`src/rtl/store_buffer_if.sv`:
```
// Store request type and the push/drain handshake bundle between LSU, store buffer and dbus.
// Pure wiring; the store buffer uses the slave view, the LSU/dbus side the master view.
package store_buffer_pkg;
   typedef struct packed {
      logic        read;
      logic        write;
      logic        invalidate;
      logic        invalidate_icache;
      logic        uncached;
      logic [31:0] paddr;
      logic [31:0] vaddr;
      logic [31:0] wrdata;
      logic [3:0]  byteenable;
   } data_memreq_t;
endpackage

interface store_buffer_if;
   import store_buffer_pkg::*;

   logic         push_valid;
   data_memreq_t push_req;
   logic         push_ready;
   logic         dbus_request;
   data_memreq_t dbus_req;
   logic         dbus_ready;

   modport slave  (input  push_valid, push_req, dbus_ready,
                   output push_ready, dbus_request, dbus_req);
   modport master (output push_valid, push_req, dbus_ready,
                   input  push_ready, dbus_request, dbus_req);
endinterface

```
`src/rtl/store_buffer.sv`:
```
// In-order store buffer: holds stores until ROB commit, drains one per cycle to dbus (1-cycle commit-to-drain).
// push_ready/dbus_request come from registered pointers only; a full buffer stalls the LSU until a pop retires.
module store_buffer
   import store_buffer_pkg::*;
#(
   parameter int DEPTH = 8
) (
   input  logic                   clk,
   input  logic                   rst,
   input  logic                   flush,
   input  logic                   commit,
   store_buffer_if.slave          sb,
   input  logic [31:0]            lookup_paddr,
   input  logic [3:0]             lookup_byteenable,
   output logic                   lookup_hit,
   output logic                   empty,
   output logic [$clog2(DEPTH):0] uncommitted_cnt
);
   localparam int PTR_W = $clog2(DEPTH);

   logic [PTR_W:0] head_q, head_d;
   logic [PTR_W:0] cptr_q, cptr_d;
   logic [PTR_W:0] tail_q, tail_d;
   data_memreq_t   mem_q [DEPTH];

   logic [PTR_W:0] committed;
   logic [PTR_W:0] total;
   logic           do_push;
   logic           do_commit;
   logic           do_pop;
   logic [DEPTH-1:0] hit_vec;

   assign committed       = cptr_q - head_q;
   assign total           = tail_q - head_q;
   assign uncommitted_cnt = tail_q - cptr_q;

   assign sb.push_ready   = (total != (PTR_W+1)'(DEPTH));
   assign sb.dbus_request = (committed != '0);
   assign empty           = (total == '0);

   assign do_push   = sb.push_valid & sb.push_ready & ~flush;
   assign do_commit = commit & (uncommitted_cnt != '0);
   assign do_pop    = sb.dbus_request & sb.dbus_ready;

   always_comb begin
      head_d = head_q + {{PTR_W{1'b0}}, do_pop};
      cptr_d = cptr_q + {{PTR_W{1'b0}}, do_commit};
      tail_d = tail_q + {{PTR_W{1'b0}}, do_push};
      // Flush discards only what the ROB has not retired, including a same-cycle commit.
      if (flush) begin
         tail_d = cptr_d;
      end
   end

   always_ff @(posedge clk or negedge rst) begin
      if (!rst) begin
         head_q <= '0;
         cptr_q <= '0;
         tail_q <= '0;
      end else begin
         head_q <= head_d;
         cptr_q <= cptr_d;
         tail_q <= tail_d;
      end
   end

   always_ff @(posedge clk) begin
      if (do_push) begin
         mem_q[tail_q[PTR_W-1:0]] <= sb.push_req;
      end
   end

   always_comb begin
      sb.dbus_req                   = mem_q[head_q[PTR_W-1:0]];
      sb.dbus_req.read              = 1'b0;
      sb.dbus_req.write             = 1'b1;
      sb.dbus_req.invalidate        = 1'b0;
      sb.dbus_req.invalidate_icache = 1'b0;
   end

   // An entry is live when its distance from head is below the occupancy.
   for (genvar g = 0; g < DEPTH; g++) begin : g_hit
      logic [PTR_W-1:0] off;
      assign off        = PTR_W'(g) - head_q[PTR_W-1:0];
      assign hit_vec[g] = ({1'b0, off} < total)
                        && (mem_q[g].paddr[31:2] == lookup_paddr[31:2])
                        && (|(mem_q[g].byteenable & lookup_byteenable));
   end

   assign lookup_hit = |hit_vec;
endmodule
```
`src/flat_wrapper.sv`:
```
// flat-port wrapper written by rule: the top's interface ports become plain ports
module store_buffer_flat import store_buffer_pkg::*;
#(
   parameter int DEPTH = 8
)
  (clk, rst, flush, commit, lookup_paddr, lookup_byteenable, lookup_hit, empty, uncommitted_cnt, sb_push_valid, sb_push_req, sb_dbus_ready, sb_push_ready, sb_dbus_request, sb_dbus_req);
  store_buffer_if sb_i ();
  input  logic clk;
  input  logic rst;
  input  logic flush;
  input  logic commit;
  input  logic [31:0] lookup_paddr;
  input  logic [3:0] lookup_byteenable;
  output logic lookup_hit;
  output logic empty;
  output logic [$clog2(DEPTH):0] uncommitted_cnt;
  input wire logic [$bits(sb_i.push_valid)-1:0] sb_push_valid;
  input wire logic [$bits(sb_i.push_req)-1:0] sb_push_req;
  input wire logic [$bits(sb_i.dbus_ready)-1:0] sb_dbus_ready;
  output wire logic [$bits(sb_i.push_ready)-1:0] sb_push_ready;
  output wire logic [$bits(sb_i.dbus_request)-1:0] sb_dbus_request;
  output wire logic [$bits(sb_i.dbus_req)-1:0] sb_dbus_req;
  assign sb_i.push_valid = sb_push_valid;
  assign sb_i.push_req = sb_push_req;
  assign sb_i.dbus_ready = sb_dbus_ready;
  assign sb_push_ready = sb_i.push_ready;
  assign sb_dbus_request = sb_i.dbus_request;
  assign sb_dbus_req = sb_i.dbus_req;
  store_buffer #(.DEPTH(DEPTH)) u_core (.clk(clk), .rst(rst), .flush(flush), .commit(commit), .sb(sb_i), .lookup_paddr(lookup_paddr), .lookup_byteenable(lookup_byteenable), .lookup_hit(lookup_hit), .empty(empty), .uncommitted_cnt(uncommitted_cnt));
endmodule
```
`config.mk`:
```
export PLATFORM = sky130hd
export DESIGN_NAME = store_buffer_flat
export DESIGN_NICKNAME = d
export VERILOG_FILES = /design/src/rtl/store_buffer_if.sv /design/src/rtl/store_buffer.sv /design/src/flat_wrapper.sv
export SDC_FILE = /design/constraint.sdc
export NUM_CORES = 1
export LEC_CHECK = 0
export ABC_CLOCK_PERIOD_IN_PS = 10250
export CAP_MARGIN = 5
export CORE_MARGIN = 2
export CORE_UTILIZATION = 50
export DETAILED_ROUTE_END_ITERATION = 16
export PLACE_DENSITY = 0.81
export REMOVE_ABC_BUFFERS = 1
export SYNTH_ARGS = -nofsm -noshare
export SYNTH_HDL_FRONTEND = slang
export SYNTH_SLANG_ARGS = --single-unit
```
`constraint.sdc`:
```
create_clock -name clk -period 10.25 [get_ports clk]
set_input_delay 2.5625 -clock clk [delete_from_list [all_inputs] [get_ports clk]]
set_output_delay 2.5625 -clock clk [all_outputs]
set_load 0.01 [all_outputs]
```
==> results of run 1 <==
-- logic make-up after synthesis --
| group | after synthesis |
|---|---|
| muxes | 204 |
| other | 2 |
| and+or+nand+nor | 438 |
| buffers and inverters | 125 |
| xor gates and xnor gates | 255 |
| adders and majority gates | 27 |
| DFF | 820 |
| AOI/OAI and AO/OA | 36 |
-- routing by layer --
metal	track usage	vias to the layer above	routed length, um
met5	0	-	82
met4	0.08002	12	2304
met3	0.06061	135	6953
met2	0.3777	745	39990
met1	0.2933	9435	31030
li1	-	7912	-
-- through the flow --
stage               cell area [sq um]  hold WS, ns
floorplan                       33980       0.4994
global placement                37850       0.5231
detailed placement              37850       0.5550
CTS                             40480       0.5665
global route                    40490       0.5844
finish                          40520       0.5656
-- report_power, final --
part | leakage [uW] | switching (uW) | internal, uW
sequential | 0.00744 | 247 | 4020
combinational | 0.00469 | 1930 | 1820
clock | 0.00127 | 1240 | 1690
total | 0.0134 | 3420 | 7530
-- final cells by class --
cell class	count	share of cell area
inverter	16	0.001544
tap	882	0.02724
timing repair buffer	273	0.06658
sequential	820	0.6066
antenna	14	0.0008647
clock inverter	48	0.01350
multi-input combinational	964	0.2323
clock buffer	96	0.05142
-- worst max-delay path, cell delays in order --
cell	delay (ns)
clkdlybuf4s50_1	0.82
xor2_1	0.20
nor4_1	0.48
nand4_1	0.23
nor4_1	0.42
nor4_1	0.11
nor3_1	0.27
or4_1	0.20
clkdlybuf4s50_1	0.55
-- synth_stat cells, types with 3 or more instances --
library cell,n
edfxtp_1,808
inv_1,15
buf_1,17
nand2b_1,4
mux4_2,202
clkbuf_1,36
o21ai_0,6
buf_4,4
o22ai_1,4
nor2b_1,4
dfrtp_1,12
nand4_1,34
nor2_1,7
buf_2,50
a22oi_1,14
xor2_1,157
nand2_1,319
nor4_1,51
ha_1,25
xnor2_1,97
nor3_1,11
a21oi_1,3
-- state kept, by name, indices dropped and copies added (netlist names) --
name / flops
u_core.mem_q: 808
u_core.cptr_q: 4
u_core.head_q: 4
u_core.tail_q: 4
-- worst max-delay path by stage --
| stage | start | end | slack (ns) | cells past startpoint |
|---|---|---|---|---|
| 3_3_place_gp | lookup_paddr[23] | lookup_hit | 1.97 | 9 |
| 3_5_place_dp | lookup_paddr[21] | lookup_hit | 1.95 | 9 |
| 6_report | lookup_paddr[23] | lookup_hit | 1.83 | 9 |
| 4_1_cts | lookup_paddr[23] | lookup_hit | 1.89 | 9 |
| 5_1_grt | lookup_paddr[23] | lookup_hit | 1.77 | 9 |
| 2_1_floorplan | u_core.head_q[0] | u_core.mem_q[1][0] | -6.76 | 8 |
==> metrics.md, run 1 <==
| Metric | Value |
|---|---|
| Hold Crit Start | `u_core.cptr_q[3]` |
| Area of the multi-input gates | `around 9400 sq um` |
| Worst hold path type | `register to register` |
| Drt pass-1 iters | `7` |
| Final worst setup slack | `roughly 1.8 ns` |
| CTS root buf | `clkbuf_16` |
| Die Ht | `266.6 um` |
| Place WS | `just under 2 ns` |
| Compound-cell area share of the yosys netlist | `0.007440` |
| Iter 0 DRT Violations | `about 1.8k` |
| Grt total ovfl | `0` |
| CTS tree | `built` |
| Post-route ant nets | `0` |
| Vias per cell | `around 5.9` |
| Largest cells by area after synthesis | `edfxtp_1 70%, mux4_2 13%, xor2_1 4.0%` |
| Synth warnings | `0` |
| Ys flop type | `edfxtp_1` |
| Yosys top cell area share | `0.7038` |
| Initial antenna violation count | `14` |
| Initial Utilization | `0.5035` |
| Status | `finished, final reports clean` |
| Critical Path Fanout Max | `8` |
| Post-route setup TNS | `0 ns` |
| Mapped Cells | `~1.9k` |
| Hold Buf Count CTS | `0` |
| Die Width | `~270 um` |
| Area occupied by registers | `24,570 sq um` |
| Pwr/cell area | `roughly 270 nW/um^2` |
| Yosys top cell by area | `edfxtp_1` |
| First-pass GRT wire length | `roughly 120,000 um` |
| Crit start category | `primary input` |
| Finished Core Util | `0.5918` |
| Worst Reg-to-Reg Cells | `10` |
| Number of synthesized flops with an enable pin | `between 800 and 900` |
| Final setup viols | `0` |
| Register area share after synthesis | `0.7125` |
| Num rows | `96` |
| Multiplexer area fraction after synthesis | `0.1326` |
| I/O Buffers | `around 250` |
| Max_slew headroom | `0.2646` |
| Async SR Flop Fraction | `0.01463` |
| Worst setup EP type | `output port` |
| Pwr Total | `approximately 11,000 uW` |
| Share of cells above drive strength 1 | `0.1610` |
| Endpoint of the worst register-to-register path | `u_core.mem_q[1][26]` |
| Reg clk slew, reported paths | `around 0.060 ns` |
| Xor/xnor cell area share of the yosys netlist | `0.06500` |
| Final Hold Violating Endpoints | `0` |
| Finished Layout Cells | `a little over 3k` |
| Setup CP Type | `primary input to output port` |
| Hold Crit Endpoint | `u_core.cptr_q[3]` |
| Max-cap violations | `0` |
| Longest Clk Path Bufs | `3` |
| Mean Syn Cell Area | `~18 sq um` |
| CP required | `roughly 7.7 ns` |
| CTS sink cnt | `820` |
| Area Overhead vs Synth | `17.52%` |
| WL/cell | `25.82 um` |
| Netlist Area Pre-Place | `about 34,000 sq um` |
| Flops & latches, synth | `820` |
| Placed Cells | `2,955` |
| Vias in the first global route | `around 19k` |
| Drt drc | `0` |
| Worst Path Arrival | `5.85 ns` |
| Post-CTS Resized | `0` |
| TritonCTS Buffers | `81` |
| Clk_skew | `0.02443 ns` |
| Total number of vias | `roughly 18k` |
| Fin crit share | `0.8211` |
| Largest net degree at the start of global routing | `around 100` |
| I/O pin cnt | `260` |
| DRT Wirelength | `80,370 um` |
| Setup bufs post-CTS | `0` |
| Commonest non-fill, non-tap cells in the layout | `808 x edfxtp_1, 319 x nand2_1, 249 x clkdlybuf4s50_1` |
| Leakage | `between 0.01 and 0.015 uW` |
| Minimum clock period | `between 8 and 9 ns` |
| Gpl congestion | `0.8558` |
| Largest family of logic cells by synthesized area | `multiplexers` |
| Worst IR Drop VDD | `slightly above 200 uV` |
| Hpwl dp | `approximately 47,000 um` |
| Worst skew pair latency | `about 0.65 ns` |
| Synth Area in Adders | `0.01023` |
| Die area | `about 70,000 sq um` |
| Simple-gate share of the synthesized area | `0.05567` |
| Worst r2r src | `u_core.head_q[2]` |
| RSZ-0062 raised after global routing | `no` |
| Total track usage | `0.2282` |
| FF-to-FF setup slack | `between 4 and 5 ns` |
| F_max | `~0.12 GHz` |
| Cells on Worst Hold Path | `1` |
| Core Footprint | `around 70,000 sq um` |
| Fillers | `just under 5k` |
| H-tree depth | `3` |
| Slew @ Worst Pin | `~1.1 ns` |
| Max-slew violations | `0` |
| Final #Nets | `2,330` |
| Most common cell after layout, fill and taps aside | `edfxtp_1` |
| Yosys cell types | `42` |
Power figures use the tool's default switching activity.
==> inputs of run 2 (changes only) <==
--- a/config.mk
+++ b/config.mk
@@ -5,7 +5,7 @@
 export SDC_FILE = /design/constraint.sdc
 export NUM_CORES = 1
 export LEC_CHECK = 0
-export ABC_CLOCK_PERIOD_IN_PS = 10250
+export ABC_CLOCK_PERIOD_IN_PS = 7250
 export CAP_MARGIN = 5
 export CORE_MARGIN = 2
 export CORE_UTILIZATION = 50
==> constraint.sdc (replaced) <==
create_clock -name clk -period 7.25 [get_ports clk]
set_input_delay 1.8125 -clock clk [delete_from_list [all_inputs] [get_ports clk]]
set_output_delay 1.8125 -clock clk [all_outputs]
set_load 0.01 [all_outputs]
==> metrics.md, run 2 (synthesis gave the netlist of run 1 again) <==
| Metric | Value |
|---|---|
| Worst Path Arrival | `roughly 5 ns` |
| Reg clk slew, reported paths | `approximately 0.060 ns` |
| Initial antenna violation count | `10` |
| DRT Wirelength | `roughly 80,000 um` |
| Hold Crit Endpoint | `u_core.head_q[3]` |
| Core Footprint | `between 60,000 and 70,000 sq um` |
| Post-CTS Resized | `0` |
| Endpoint of the worst register-to-register path | `u_core.mem_q[3][5]` |
| Hpwl dp | `about 47,000 um` |
| Clock share of power | `0.262` |
| Drt drc | `0` |
| I/O Buffers | `249` |
| CTS tree | `built` |
| Hold Buf Count CTS | `0` |
| F_max | `0.1459 GHz` |
| CP required | `about 5.4 ns` |
| Setup CP Type | `primary input to output port` |
| Iter 0 DRT Violations | `~1.8k` |
| Minimum clock period | `6.856 ns` |
| Commonest non-fill, non-tap cells in the layout | `808 x edfxtp_1, 319 x nand2_1, 249 x clkdlybuf4s50_1` |
| First-pass GRT wire length | `about 120,000 um` |
| Worst hold path type | `register to register` |
| Max-cap violations | `0` |
| Total number of vias | `18.31k` |
| Total track usage | `0.2273` |
| Hold Crit Start | `u_core.head_q[3]` |
| Cells on Worst Hold Path | `1` |
| TritonCTS Buffers | `82` |
| Post-route setup TNS | `0 ns` |
| Max-slew violations | `0` |
| Final setup viols | `0` |
| Worst IR Drop VDD | `315.1 uV` |
| Worst r2r src | `u_core.head_q[0]` |
| H-tree depth | `3` |
| Final #Nets | `2,337` |
| Worst setup EP type | `output port` |
| Max_slew headroom | `0.2587` |
| WL/cell | `approximately 26 um` |
| Num rows | `96` |
| Area Overhead vs Synth | `17.30%` |
| Switching power | `between 4000 and 5000 uW` |
| Pwr/cell area | `380.4 nW/um^2` |
| Worst skew pair latency | `approximately 0.64 ns` |
| Status | `finished, final reports clean` |
| Fin crit share | `0.9456` |
| Drt pass-1 iters | `5` |
| Die Width | `about 270 um` |
| I/O pin cnt | `260` |
| Finished Layout Cells | `3,106` |
| Die Ht | `~270 um` |
| Initial Utilization | `0.5035` |
| CTS root buf | `clkbuf_16` |
| Setup bufs post-CTS | `0` |
| Vias in the first global route | `between 15k and 20k` |
| Gpl congestion | `approximately 0.9` |
| Max FFs per register | `approximately 810` |
| Critical Path Fanout Max | `8` |
| Grt total ovfl | `0` |
| Largest net degree at the start of global routing | `~110` |
| Post-route ant nets | `0` |
| Die area | `slightly above 70,000 sq um` |
| Crit start category | `primary input` |
| Longest Clk Path Bufs | `3` |
| Internal | `between 10,000 and 15,000 uW` |
| Sequential share of power | `0.383` |
| Combinational power share | `0.355` |
| Clk_skew | `~0.027 ns` |
| Final Hold Violating Endpoints | `0` |
| RSZ-0062 raised after global routing | `no` |
| CTS sink cnt | `between 800 and 900` |
| Placed Cells | `slightly below 3k` |
| Worst Reg-to-Reg Cells | `9` |
| Slew @ Worst Pin | `1.112 ns` |
| Sw Share | `0.3111` |
| Share of cells above drive strength 1 | `0.1604` |
| Leakage | `about 0.013 uW` |
| Most common cell after layout, fill and taps aside | `edfxtp_1` |
| Final worst setup slack | `between 0.3 and 0.4 ns` |
| FF-to-FF setup slack | `approximately 2.9 ns` |
| Place WS | `0.4729 ns` |
| Vias per cell | `5.895` |
==> run 2: changes by cell type in the layout (fill, tap and decap cells not counted), moves of 3 or more <==
cell	before	now
clkinvlp_4	4	1
clkbuf_1	15	19
inv_16	3	0
clkbuf_16	81	87
buf_4	22	27
bufinv_16	9	4
diode_2	14	4
==> run 2: how the worst max path moves through the flow <==
| stage | start | endpoint | slack (ns) | cells past startpoint |
|---|---|---|---|---|
| after floorplan | u_core.head_q[0] | u_core.mem_q[1][0] | -9.76 | 8 |
| after detailed placement | lookup_paddr[21] | lookup_hit | 0.47 | 9 |
| after global placement | lookup_paddr[21] | lookup_hit | 0.51 | 9 |
| after CTS | lookup_paddr[21] | lookup_hit | 0.46 | 9 |
| final | lookup_paddr[21] | lookup_hit | 0.39 | 9 |
| after global routing | lookup_paddr[24] | lookup_hit | 0.20 | 9 |
==> run 2: final cells by class <==
type                       instances  area, sq um
antenna                            4        10.01
clock buffer                     106         2248
clock inverter                    35        271.5
fill                            4886        28030
inverter                          16        62.56
multi-input combinational        964         9412
sequential                       820        24570
tap                              882         1104
timing repair buffer             279         2755
==> run 2: power by group through the flow <==
stage                     Combinational, uW  Clock (uW)  Sequential [uW]
after floorplan                        3440           0             6410
after global placement                 5390           0             5960
after detailed placement               5480           0             5990
after CTS                              5520        4110             5900
after global routing                   5880        4270             5930
final                                  5460        4030             5900
==> run 2: per-layer routing <==
layer / part of all wire / GRT usage
met1: 0.39 / 0.2944
met2: 0.50 / 0.3779
met3: 0.086 / 0.05545
met4: 0.029 / 0.07880
met5: 0.00095 / 0
==> run 2: through the flow <==
step | util | hold slack (ns) | power (uW) | instance area, sq um
finish | 0.5906 | 0.5293 | 15380 | 40440
global route | 0.5905 | 0.5542 | 16080 | 40430
CTS | 0.5905 | 0.5297 | 15520 | 40430
detailed placement | 0.5537 | 0.5224 | 11470 | 37910
global placement | 0.5537 | 0.5215 | 11350 | 37910
floorplan | - | 0.4994 | 9850 | 33980
==> run 2: worst max-delay path, stage by stage <==
cell             delay [ns]
clkdlybuf4s50_1        0.74
xor2_1                 0.14
nor4_1                 0.58
nand4_1                0.31
nor4_1                 0.38
o22ai_1                0.15
nor3_1                 0.17
or4_1                  0.20
clkdlybuf4s50_1        0.56
